### config.mk
export PLATFORM = sky130hd
export DESIGN_NAME = mdu_iter
export DESIGN_NICKNAME = d
export VERILOG_FILES = /design/src/rtl/mdu_iter.sv
export SDC_FILE = /design/constraint.sdc
export NUM_CORES = 1
export LEC_CHECK = 0
export ABC_AREA = 1
export ABC_CLOCK_PERIOD_IN_PS = 7700
export CAP_MARGIN = 10
export CORE_MARGIN = 2
export CORE_UTILIZATION = 38
export CTS_CLUSTER_SIZE = 30
export DETAILED_ROUTE_END_ITERATION = 8
export GPL_TIMING_DRIVEN = 1
export PLACE_DENSITY = 0.69
export SLEW_MARGIN = 40
export SYNTH_ARGS = -nofsm -noshare
export SYNTH_HDL_FRONTEND = slang
export SYNTH_SLANG_ARGS = --single-unit
### constraint.sdc
create_clock -name i_clk -period 7.7 [get_ports i_clk]
set_input_delay 1.54 -clock i_clk [delete_from_list [all_inputs] [get_ports i_clk]]
set_output_delay 1.54 -clock i_clk [all_outputs]
set_load 0.05 [all_outputs]
### src/rtl/mdu_iter.sv
// Iterative multiply/divide unit for the EX stage: holds HI/LO, one shift step per cycle.
// Define MDU_DIV_EN to build the DIV/DIVU restoring divider; otherwise codes 3/4 act as NOP.
module mdu_iter #(
  parameter int IO_BUS_WIDTH = 32,
  parameter int OP_BUS_WIDTH = 3
) (
  input  logic                    i_clk,
  input  logic                    i_reset,
  input  logic                    i_start,
  input  logic                    i_flush,
  input  logic [OP_BUS_WIDTH-1:0] i_op,
  input  logic [IO_BUS_WIDTH-1:0] i_data_a,
  input  logic [IO_BUS_WIDTH-1:0] i_data_b,
  output logic                    o_busy,
  output logic                    o_done,
  output logic [IO_BUS_WIDTH-1:0] o_hi,
  output logic [IO_BUS_WIDTH-1:0] o_lo
);
  localparam int N  = IO_BUS_WIDTH;
  localparam int CW = $clog2(N) + 1;

  localparam logic [OP_BUS_WIDTH-1:0] OP_MULT  = OP_BUS_WIDTH'(1);
  localparam logic [OP_BUS_WIDTH-1:0] OP_MULTU = OP_BUS_WIDTH'(2);
  localparam logic [OP_BUS_WIDTH-1:0] OP_DIV   = OP_BUS_WIDTH'(3);
  localparam logic [OP_BUS_WIDTH-1:0] OP_MTHI  = OP_BUS_WIDTH'(5);
  localparam logic [OP_BUS_WIDTH-1:0] OP_MTLO  = OP_BUS_WIDTH'(6);
`ifdef MDU_DIV_EN
  localparam logic [OP_BUS_WIDTH-1:0] OP_DIVU  = OP_BUS_WIDTH'(4);
`endif

  typedef enum logic [1:0] {S_IDLE, S_RUN, S_FIX} state_e;

  state_e           state_q, state_d;
  logic [CW-1:0]    cnt_q, cnt_d;
  logic [2*N-1:0]   acc_q, acc_d;    // product, or {remainder, quotient} while dividing
  logic [N-1:0]     opnd_q, opnd_d;  // multiplicand or divisor magnitude
  logic             neg_lo_q, neg_lo_d;
  logic [N-1:0]     hi_q, hi_d;
  logic [N-1:0]     lo_q, lo_d;
  logic             done_q, done_d;
`ifdef MDU_DIV_EN
  logic             is_div_q, is_div_d;
  logic             neg_hi_q, neg_hi_d;
  logic             div0_q, div0_d;
`endif

  // Request decode and operand magnitudes
  logic         is_signed, is_mul, is_div, idle_req, accept;
  logic         a_neg, b_neg;
  logic [N-1:0] a_mag, b_mag;

  // NOTE: every always_comb output is given a default first, so no latch is inferred.
  always_comb begin
    is_signed = (i_op == OP_MULT) || (i_op == OP_DIV);
    is_mul    = (i_op == OP_MULT) || (i_op == OP_MULTU);
`ifdef MDU_DIV_EN
    is_div    = (i_op == OP_DIV) || (i_op == OP_DIVU);
`else
    is_div    = 1'b0;
`endif
    idle_req  = i_start && !i_flush && (state_q == S_IDLE);
    accept    = idle_req && (is_mul || is_div);
    a_neg     = is_signed && i_data_a[N-1];
    b_neg     = is_signed && i_data_b[N-1];
    a_mag     = a_neg ? -i_data_a : i_data_a;
    b_mag     = b_neg ? -i_data_b : i_data_b;
  end

  // One shift-add multiply step: multiplier bits are consumed from acc_q[0]
  logic [N:0]     mul_sum;
  logic [2*N-1:0] mul_next;
  assign mul_sum  = {1'b0, acc_q[2*N-1:N]} + (acc_q[0] ? {1'b0, opnd_q} : '0);
  assign mul_next = {mul_sum, acc_q[N-1:1]};

`ifdef MDU_DIV_EN
  // One restoring divide step: quotient bits enter at acc_q[0]
  logic [N:0]     div_shift;
  logic [N-1:0]   div_diff;
  logic           div_ge;
  logic [2*N-1:0] div_next;
  assign div_shift = {acc_q[2*N-1:N], acc_q[N-1]};
  assign div_ge    = div_shift >= {1'b0, opnd_q};
  assign div_diff  = div_shift[N-1:0] - opnd_q;
  assign div_next  = {(div_ge ? div_diff : div_shift[N-1:0]), acc_q[N-2:0], div_ge};
`endif

  // State register
  // NOTE: sequential state uses <= so every flop samples pre-edge values.
  always_ff @(posedge i_clk) begin
    if (i_reset) state_q <= S_IDLE;
    else         state_q <= state_d;
  end

  // Next-state logic
  always_comb begin
    state_d = state_q;
    case (state_q)
      S_IDLE:  if (accept) state_d = S_RUN;
      S_RUN: begin
        if (i_flush)                  state_d = S_IDLE;
        else if (cnt_q == CW'(N - 1)) state_d = S_FIX;
      end
      S_FIX:   state_d = S_IDLE;
      default: state_d = S_IDLE;
    endcase
  end

  // Outputs
  always_comb begin
    o_busy = (state_q != S_IDLE);
    o_done = done_q;
    o_hi   = hi_q;
    o_lo   = lo_q;
  end

  // Datapath next-state
  always_comb begin
    cnt_d    = cnt_q;
    acc_d    = acc_q;
    opnd_d   = opnd_q;
    neg_lo_d = neg_lo_q;
    hi_d     = hi_q;
    lo_d     = lo_q;
    done_d   = (state_q == S_FIX) && !i_flush;
`ifdef MDU_DIV_EN
    is_div_d = is_div_q;
    neg_hi_d = neg_hi_q;
    div0_d   = div0_q;
`endif
    case (state_q)
      S_IDLE: begin
        if (accept) begin
          cnt_d    = '0;
          neg_lo_d = a_neg ^ b_neg;
          acc_d    = {{N{1'b0}}, (is_div ? a_mag : b_mag)};
          opnd_d   = is_div ? b_mag : a_mag;
`ifdef MDU_DIV_EN
          is_div_d = is_div;
          neg_hi_d = a_neg;
          div0_d   = (i_data_b == '0);
`endif
        end else if (idle_req && (i_op == OP_MTHI)) begin
          hi_d = i_data_a;
        end else if (idle_req && (i_op == OP_MTLO)) begin
          lo_d = i_data_a;
        end
      end
      S_RUN: begin
        cnt_d = cnt_q + 1'b1;
`ifdef MDU_DIV_EN
        acc_d = is_div_q ? div_next : mul_next;
`else
        acc_d = mul_next;
`endif
      end
      S_FIX: begin
        if (!i_flush) begin
`ifdef MDU_DIV_EN
          if (is_div_q) begin
            // Divide by zero yields all-ones quotient; remainder already equals the dividend.
            lo_d = div0_q ? '1 : (neg_lo_q ? -acc_q[N-1:0] : acc_q[N-1:0]);
            hi_d = neg_hi_q ? -acc_q[2*N-1:N] : acc_q[2*N-1:N];
          end else begin
            {hi_d, lo_d} = neg_lo_q ? -acc_q : acc_q;
          end
`else
          {hi_d, lo_d} = neg_lo_q ? -acc_q : acc_q;
`endif
        end
      end
      default: ;
    endcase
  end

  // NOTE: only architectural HI/LO and o_done need reset; datapath regs are loaded before use.
  always_ff @(posedge i_clk) begin
    if (i_reset) begin
      hi_q   <= '0;
      lo_q   <= '0;
      done_q <= 1'b0;
    end else begin
      hi_q   <= hi_d;
      lo_q   <= lo_d;
      done_q <= done_d;
    end
  end

  always_ff @(posedge i_clk) begin
    cnt_q    <= cnt_d;
    acc_q    <= acc_d;
    opnd_q   <= opnd_d;
    neg_lo_q <= neg_lo_d;
`ifdef MDU_DIV_EN
    is_div_q <= is_div_d;
    neg_hi_q <= neg_hi_d;
    div0_q   <= div0_d;
`endif
  end

endmodule
==> results.json, run 1 <==
{
  "start_util_pct": 38.30,
  "fin_crit_ps": 3794,
  "worstHoldStart": "o_lo[3]",
  "fillCellCount": 3616,
  "die_h_um": 190.1,
  "r2r-start": "acc_q[0]",
  "synth_top_flop_cell": "edfxtp_1",
  "min_to": "o_lo[3]",
  "routed_wl_um": 46590,
  "drtIter0Drc": 1552,
  "boundaryPins": 137,
  "postCtsSetupBuffers": 0,
  "status": "finished clean",
  "grt_pass1_vias": 12250,
  "worstHoldPathCells": 2,
  "via_per_inst": 5.249,
  "wl_per_cell_um": 17.84,
  "timing.final.ws_setup_ps": 3906,
  "die_area_sq_um": 36150,
  "syn_nets": 2148,
  "hold_viol": 0,
  "hold_path.class": "flip-flop to flip-flop",
  "critPathLaunchType": "input pin",
  "final_net_count": 2252,
  "fin_setup_tns_ps": 0,
  "core_sq_um": 34370,
  "reg2reg_depth": 12,
  "regToRegEndpoint": "acc_q[59]",
  "post-route-drc-count": 0,
  "leakage_nw": 6.651,
  "crit_arrival_ps": 4130,
  "crit_path_end_kind": "flip-flop",
  "antenna_cells": 0,
  "fin_skew_ps": 15.50,
  "synthToLayoutAreaGrowth_pct": 17.20,
  "layout-drive-gt1-share_pct": 4.080,
  "synth_area_per_cell_sq_um": 6.454,
  "dr_total_vias": 13710,
  "post_cts_resized": 0,
  "ys_ff_latch": 170,
  "netlist_top_cells_area": "edfxtp_1 23%, nand2_1 16%, dfxtp_1 10%",
  "ys_seq_area_share_pct": 33.68,
  "syn_area_sq_um": 13170,
  "netlist_instances": 2040,
  "cts_tree": "yes",
  "rsz0062_at_grt": "false",
  "gp_congestion": 1.001,
  "grt_max_degree": 95,
  "rrSetupSlack_ps": 4600,
  "critPathMaxFanout": 53,
  "multi_input_area_sq_um": 7392,
  "gr-usage-all-layers_pct": 25.64,
  "setup_viol": 0,
  "clkLatencyLatePin_ps": 440,
  "synth_top_area_cell": "edfxtp_1",
  "critical_path_required_ps": 8030,
  "portBuffers": 136,
  "async_reset_ff_share_pct": 0,
  "slew_violations": 0,
  "synth_top_area_share_pct": 23.49,
  "cts.path.max_buffers": 2,
  "max_freq_ghz": 0.2636,
  "dp_hpwl_um": 36400,
  "crit_type": "input pin to flip-flop",
  "grt_overflow_total": 0,
  "numCtsBuffers": 17,
  "antenna_found_initial": 1,
  "fin_crit_sh_pct": 49.27,
  "cts-root-buf": "clkbuf_16",
  "htreeDepth": 4,
  "synth-edff-count": 103,
  "synth_common_cells": "552 x nand2_1, 352 x nor2_1, 264 x inv_1, 162 x nand3_1, 137 x a21oi_1",
  "synth_cell_types": 47,
  "drt_pre_antenna_iters": 5,
  "vdd_ir_drop_max_mv": 0.1452,
  "die_w_um": 190.1,
  "final_util_pct": 44.89,
  "dp_worst_setup_slack_ps": 3275,
  "ys_warn_count": 0,
  "clkSlewWorstSetupHoldPaths_ps": 70,
  "register_area_sq_um": 4434,
  "row_count": 68,
  "yosysMostFrequentCell": "nand2_1",
  "powerDensity_nw_per_um2": 146.3,
  "relSlewSlack_pct": 46.10,
  "grt_pass1_wl_um": 70550,
  "ant_nets": 0,
  "hold_buffers": 0,
  "tightest_slew_ps": 808.4,
  "cts_sinks": 170,
  "cap_violations": 0
}
## power by group
| part | internal [mW] | switching, mW |
|---|---|---|
| clock | 0.488 | 0.414 |
| combinational | 0.116 | 0.221 |
| sequential | 0.993 | 0.0250 |
## worst max-delay path, stage by stage
cell and delay, ps:
clkdlybuf4s50_1 580, inv_1 100, nand4_2 150, nor3_4 40, buf_4 280, a21oi_4 240
nand3_4 500, inv_2 430, nand2_1 80, nand2_1 70, nor2_1 40
## registers in the layout, indices dropped and copies added, names as in the netlist
register / count
acc_q: 64
o_hi: 32
o_lo: 32
opnd_q: 32
cnt_q: 6
state_q: 2
neg_lo_q: 1
o_done: 1
## kinds of logic (layout without fill, tap and decap cells)
| family | after synthesis | count (layout) | share of synthesized area, % |
|---|---|---|---|
| AOI/OAI and AO/OA | 300 | 300 | 12.61 |
| xor gates and xnor gates | 48 | 48 | 3.193 |
| adders and majority gates | 37 | 37 | 3.573 |
| buffers and inverters | 331 | 448 | 10.33 |
| DFF | 170 | 170 | 33.68 |
| and+or+nand+nor | 1154 | 1154 | 36.62 |
## metal layers
| layer | routed length, um | vias to the layer above | GRT usage [%] | share of wire [%] |
|---|---|---|---|---|
| met1 | 22000 | 6313 | 38.14 | 47 |
| met4 | 1308 | 2 | 8.050 | 2.8 |
| met5 | 12 | - | 0 | 0.026 |
| met3 | 3754 | 51 | 3.726 | 8.1 |
| met2 | 19510 | 563 | 38.01 | 42 |
| li1 | - | 6781 | - | - |
## stage by stage
stage | total power [mW] | instances | hold slack [ps] | area, sq um
final | 2.257 | 2612 | 494.9 | 15430
after global routing | 2.331 | 2612 | 514.3 | 15430
after CTS | 2.254 | 2612 | 499.2 | 15430
after detailed placement | 1.368 | 2580 | 484.0 | 14840
after global placement | 1.365 | 2580 | 476.5 | 14830
after floorplan | 1.235 | 2040 | 523.1 | 13170
## cell usage in the layout, fill, tap and decap left out, types with 20 or more instances in the layout
master | Yosys | layout
o21ai_0 | 103 | 103
dfxtp_1 | 67 | 67
nand2_1 | 552 | 551
nand4_1 | 20 | 20
nor2_1 | 352 | 351
inv_1 | 264 | 265
nand3_1 | 162 | 162
ha_1 | 36 | 36
xor2_1 | 43 | 43
clkdlybuf4s50_1 | 0 | 136
edfxtp_1 | 103 | 103
a21oi_1 | 137 | 137
## worst max-delay path by stage
| stage | start | to | slack, ps |
|---|---|---|---|
| 3_3_place_gp | i_op[0] | acc_q[3] | 3330 |
| 5_1_grt | i_flush | o_lo[3] | 3650 |
| 3_5_place_dp | i_flush | acc_q[62] | 3270 |
| 6_report | i_flush | o_lo[3] | 3910 |
| 2_1_floorplan | i_op[0] | acc_q[0] | 2890 |
| 4_1_cts | i_flush | acc_q[52] | 3720 |
## cell type report
cell class / instances / share of cell area (%)
clock buffer: 21 / 3.122
clock inverter: 11 / 0.6811
inverter: 273 / 6.657
multi-input combinational: 1539 / 47.90
sequential: 170 / 28.74
tap: 455 / 3.689
timing repair buffer: 143 / 9.211
No activity file was read; power rests on OpenSTA's default activity.
==> inputs of run 2 (changes only) <==
--- a/config.mk
+++ b/config.mk
@@ -6,7 +6,7 @@
 export NUM_CORES = 1
 export LEC_CHECK = 0
 export ABC_AREA = 1
-export ABC_CLOCK_PERIOD_IN_PS = 7700
+export ABC_CLOCK_PERIOD_IN_PS = 3700
 export CAP_MARGIN = 10
 export CORE_MARGIN = 2
 export CORE_UTILIZATION = 38
==> constraint.sdc (replaced) <==
create_clock -name i_clk -period 3.7 [get_ports i_clk]
set_input_delay 0.74 -clock i_clk [delete_from_list [all_inputs] [get_ports i_clk]]
set_output_delay 0.74 -clock i_clk [all_outputs]
set_load 0.05 [all_outputs]
==> results.json, run 2 (same netlist as run 1, synthesis figures left out) <==
{
  "status": "finished clean",
  "fin_setup_tns_ps": 0,
  "cts_sinks": 170,
  "row_count": 68,
  "gr-usage-all-layers_pct": 26.07,
  "largest_reg_flops": 64,
  "die_w_um": 190.1,
  "clkSlewWorstSetupHoldPaths_ps": 80,
  "hold_buffers": 0,
  "post_cts_resized": 0,
  "setup_viol": 0,
  "critPathMaxFanout": 13,
  "grt_max_degree": 72,
  "grt_pass1_wl_um": 71360,
  "clkLatencyLatePin_ps": 460,
  "dp_hpwl_um": 37630,
  "relSlewSlack_pct": 46.90,
  "fin_crit_sh_pct": 76.50,
  "fillCellCount": 3631,
  "final_net_count": 2261,
  "cp-endpoint": "acc_q[57]",
  "die_area_sq_um": 36150,
  "pwr-share-comb_pct": 15.1,
  "switching_share_pct": 29.88,
  "layout-drive-gt1-share_pct": 4.524,
  "numCtsBuffers": 17,
  "powerDensity_nw_per_um2": 301.7,
  "antenna_found_initial": 2,
  "antenna_cells": 0,
  "dp_cells": 2589,
  "top_register": "acc_q",
  "gp_congestion": 1.001,
  "r2r-start": "acc_q[0]",
  "ant_nets": 0,
  "max_freq_ghz": 0.3533,
  "die_h_um": 190.1,
  "worstSetupStartpoint": "acc_q[0]",
  "cts.path.max_buffers": 2,
  "design_area_sq_um": 15490,
  "p_clk_share_pct": 39.6,
  "fin_cells": 2621,
  "rrSetupSlack_ps": 870,
  "slew_violations": 0,
  "critical_path_required_ps": 3910,
  "cap_violations": 0,
  "cts_tree": "yes",
  "drtIter0Drc": 1520,
  "tightest_slew_ps": 796.5,
  "regToRegEndpoint": "acc_q[57]",
  "layout_commonest_cell": "nand2_1",
  "htreeDepth": 4,
  "rsz0062_at_grt": "false",
  "fin_crit_ps": 2831,
  "power.switching_mw": 1.396,
  "register_area_sq_um": 4434,
  "leakage_nw": 6.689,
  "grt_pass1_vias": 12220,
  "hold_path.class": "flip-flop to flip-flop",
  "p_int_mw": 3.277,
  "vdd_ir_drop_max_mv": 0.3272,
  "crit_path_end_kind": "flip-flop",
  "layout_common_cells": "551 x nand2_1, 351 x nor2_1, 264 x inv_1, 162 x nand3_1, 137 x a21oi_1",
  "hold_viol": 0,
  "portBuffers": 136,
  "start_util_pct": 38.30,
  "pwr-share-seq_pct": 45.3,
  "dr_total_vias": 13770,
  "timing.hold.ws_ps": 496.1,
  "reg2reg_depth": 14,
  "via_per_inst": 5.252,
  "cts-root-buf": "clkbuf_16",
  "boundaryPins": 137,
  "crit_type": "flip-flop to flip-flop",
  "wl_per_cell_um": 18.14,
  "postCtsSetupBuffers": 0,
  "drt_pre_antenna_iters": 5,
  "routed_wl_um": 47550,
  "critPathLaunchType": "flip-flop",
  "fin_skew_ps": 15.06,
  "post_dp_cell_area_sq_um": 14920,
  "core_sq_um": 34370,
  "grt_overflow_total": 0,
  "post-route-drc-count": 0,
  "multi_input_area_sq_um": 7387,
  "crit_arrival_ps": 3040,
  "synthToLayoutAreaGrowth_pct": 17.67
}
-- run 2: changes by cell type in the layout (fill, tap and decap cells not counted), sizes merged --
cell	change
clkinv	-1
inv	+2
buf	+9
clkinvlp	+1
clkbuf	-2
-- run 2: final cells by class --
class	count	area share [%]
Timing Repair Buffer	152	9.724
Sequential cell	170	28.62
Inverter	273	6.614
Multi-Input combinational cell	1539	47.68
Tap cell	455	3.675
Clock buffer	19	2.859
Clock inverter	13	0.8238
-- run 2: stage by stage --
step / power (mW) / util [%] / setup WS [ps]
floorplan: 2.568 / - / 317.0
global placement: 2.848 / 43.41 / 829.9
detailed placement: 2.854 / 43.41 / 792.7
CTS: 4.668 / 45.07 / 926.8
global route: 4.828 / 45.07 / 662.1
finish: 4.674 / 45.07 / 869.4
-- run 2: how the worst min path moves through the flow --
stage / startpoint / to / cells past startpoint
2_1_floorplan: cnt_q[5] / state_q[1] / 3
3_3_place_gp: o_lo[3] / o_lo[3] / 2
3_5_place_dp: o_lo[4] / o_lo[4] / 2
4_1_cts: o_lo[3] / o_lo[3] / 2
5_1_grt: o_lo[1] / o_lo[1] / 2
6_report: o_lo[3] / o_lo[3] / 2
-- run 2: critical path, stage by stage, from the launching register on --
cell and delay [ps]:
edfxtp_1 600, nand2_1 140, inv_1 50, ha_1 200, fa_1 380, nand2_1 100
nand2_1 90, o21ai_0 190, o21ai_1 210, nand2_1 100, nand2_1 160, nand2_1 160
nand3_1 90, nand2_1 70, nor2_1 50
-- run 2: power by group through the flow --
stage                     clock network (mW)  logic (mW)  registers (mW)
after detailed placement                   0       0.694            2.16
after CTS                               1.85       0.699            2.12
after floorplan                            0       0.378            2.19
after global placement                     0       0.689            2.16
final                                   1.85       0.706            2.12
after global routing                    1.93       0.775            2.12
-- run 2: routing by layer --
metal  track usage [%]  wire (um)
met1             36.99      21560
met2             40.33      20920
met3             4.224       3727
met4             8.557       1323
met5                 0         27
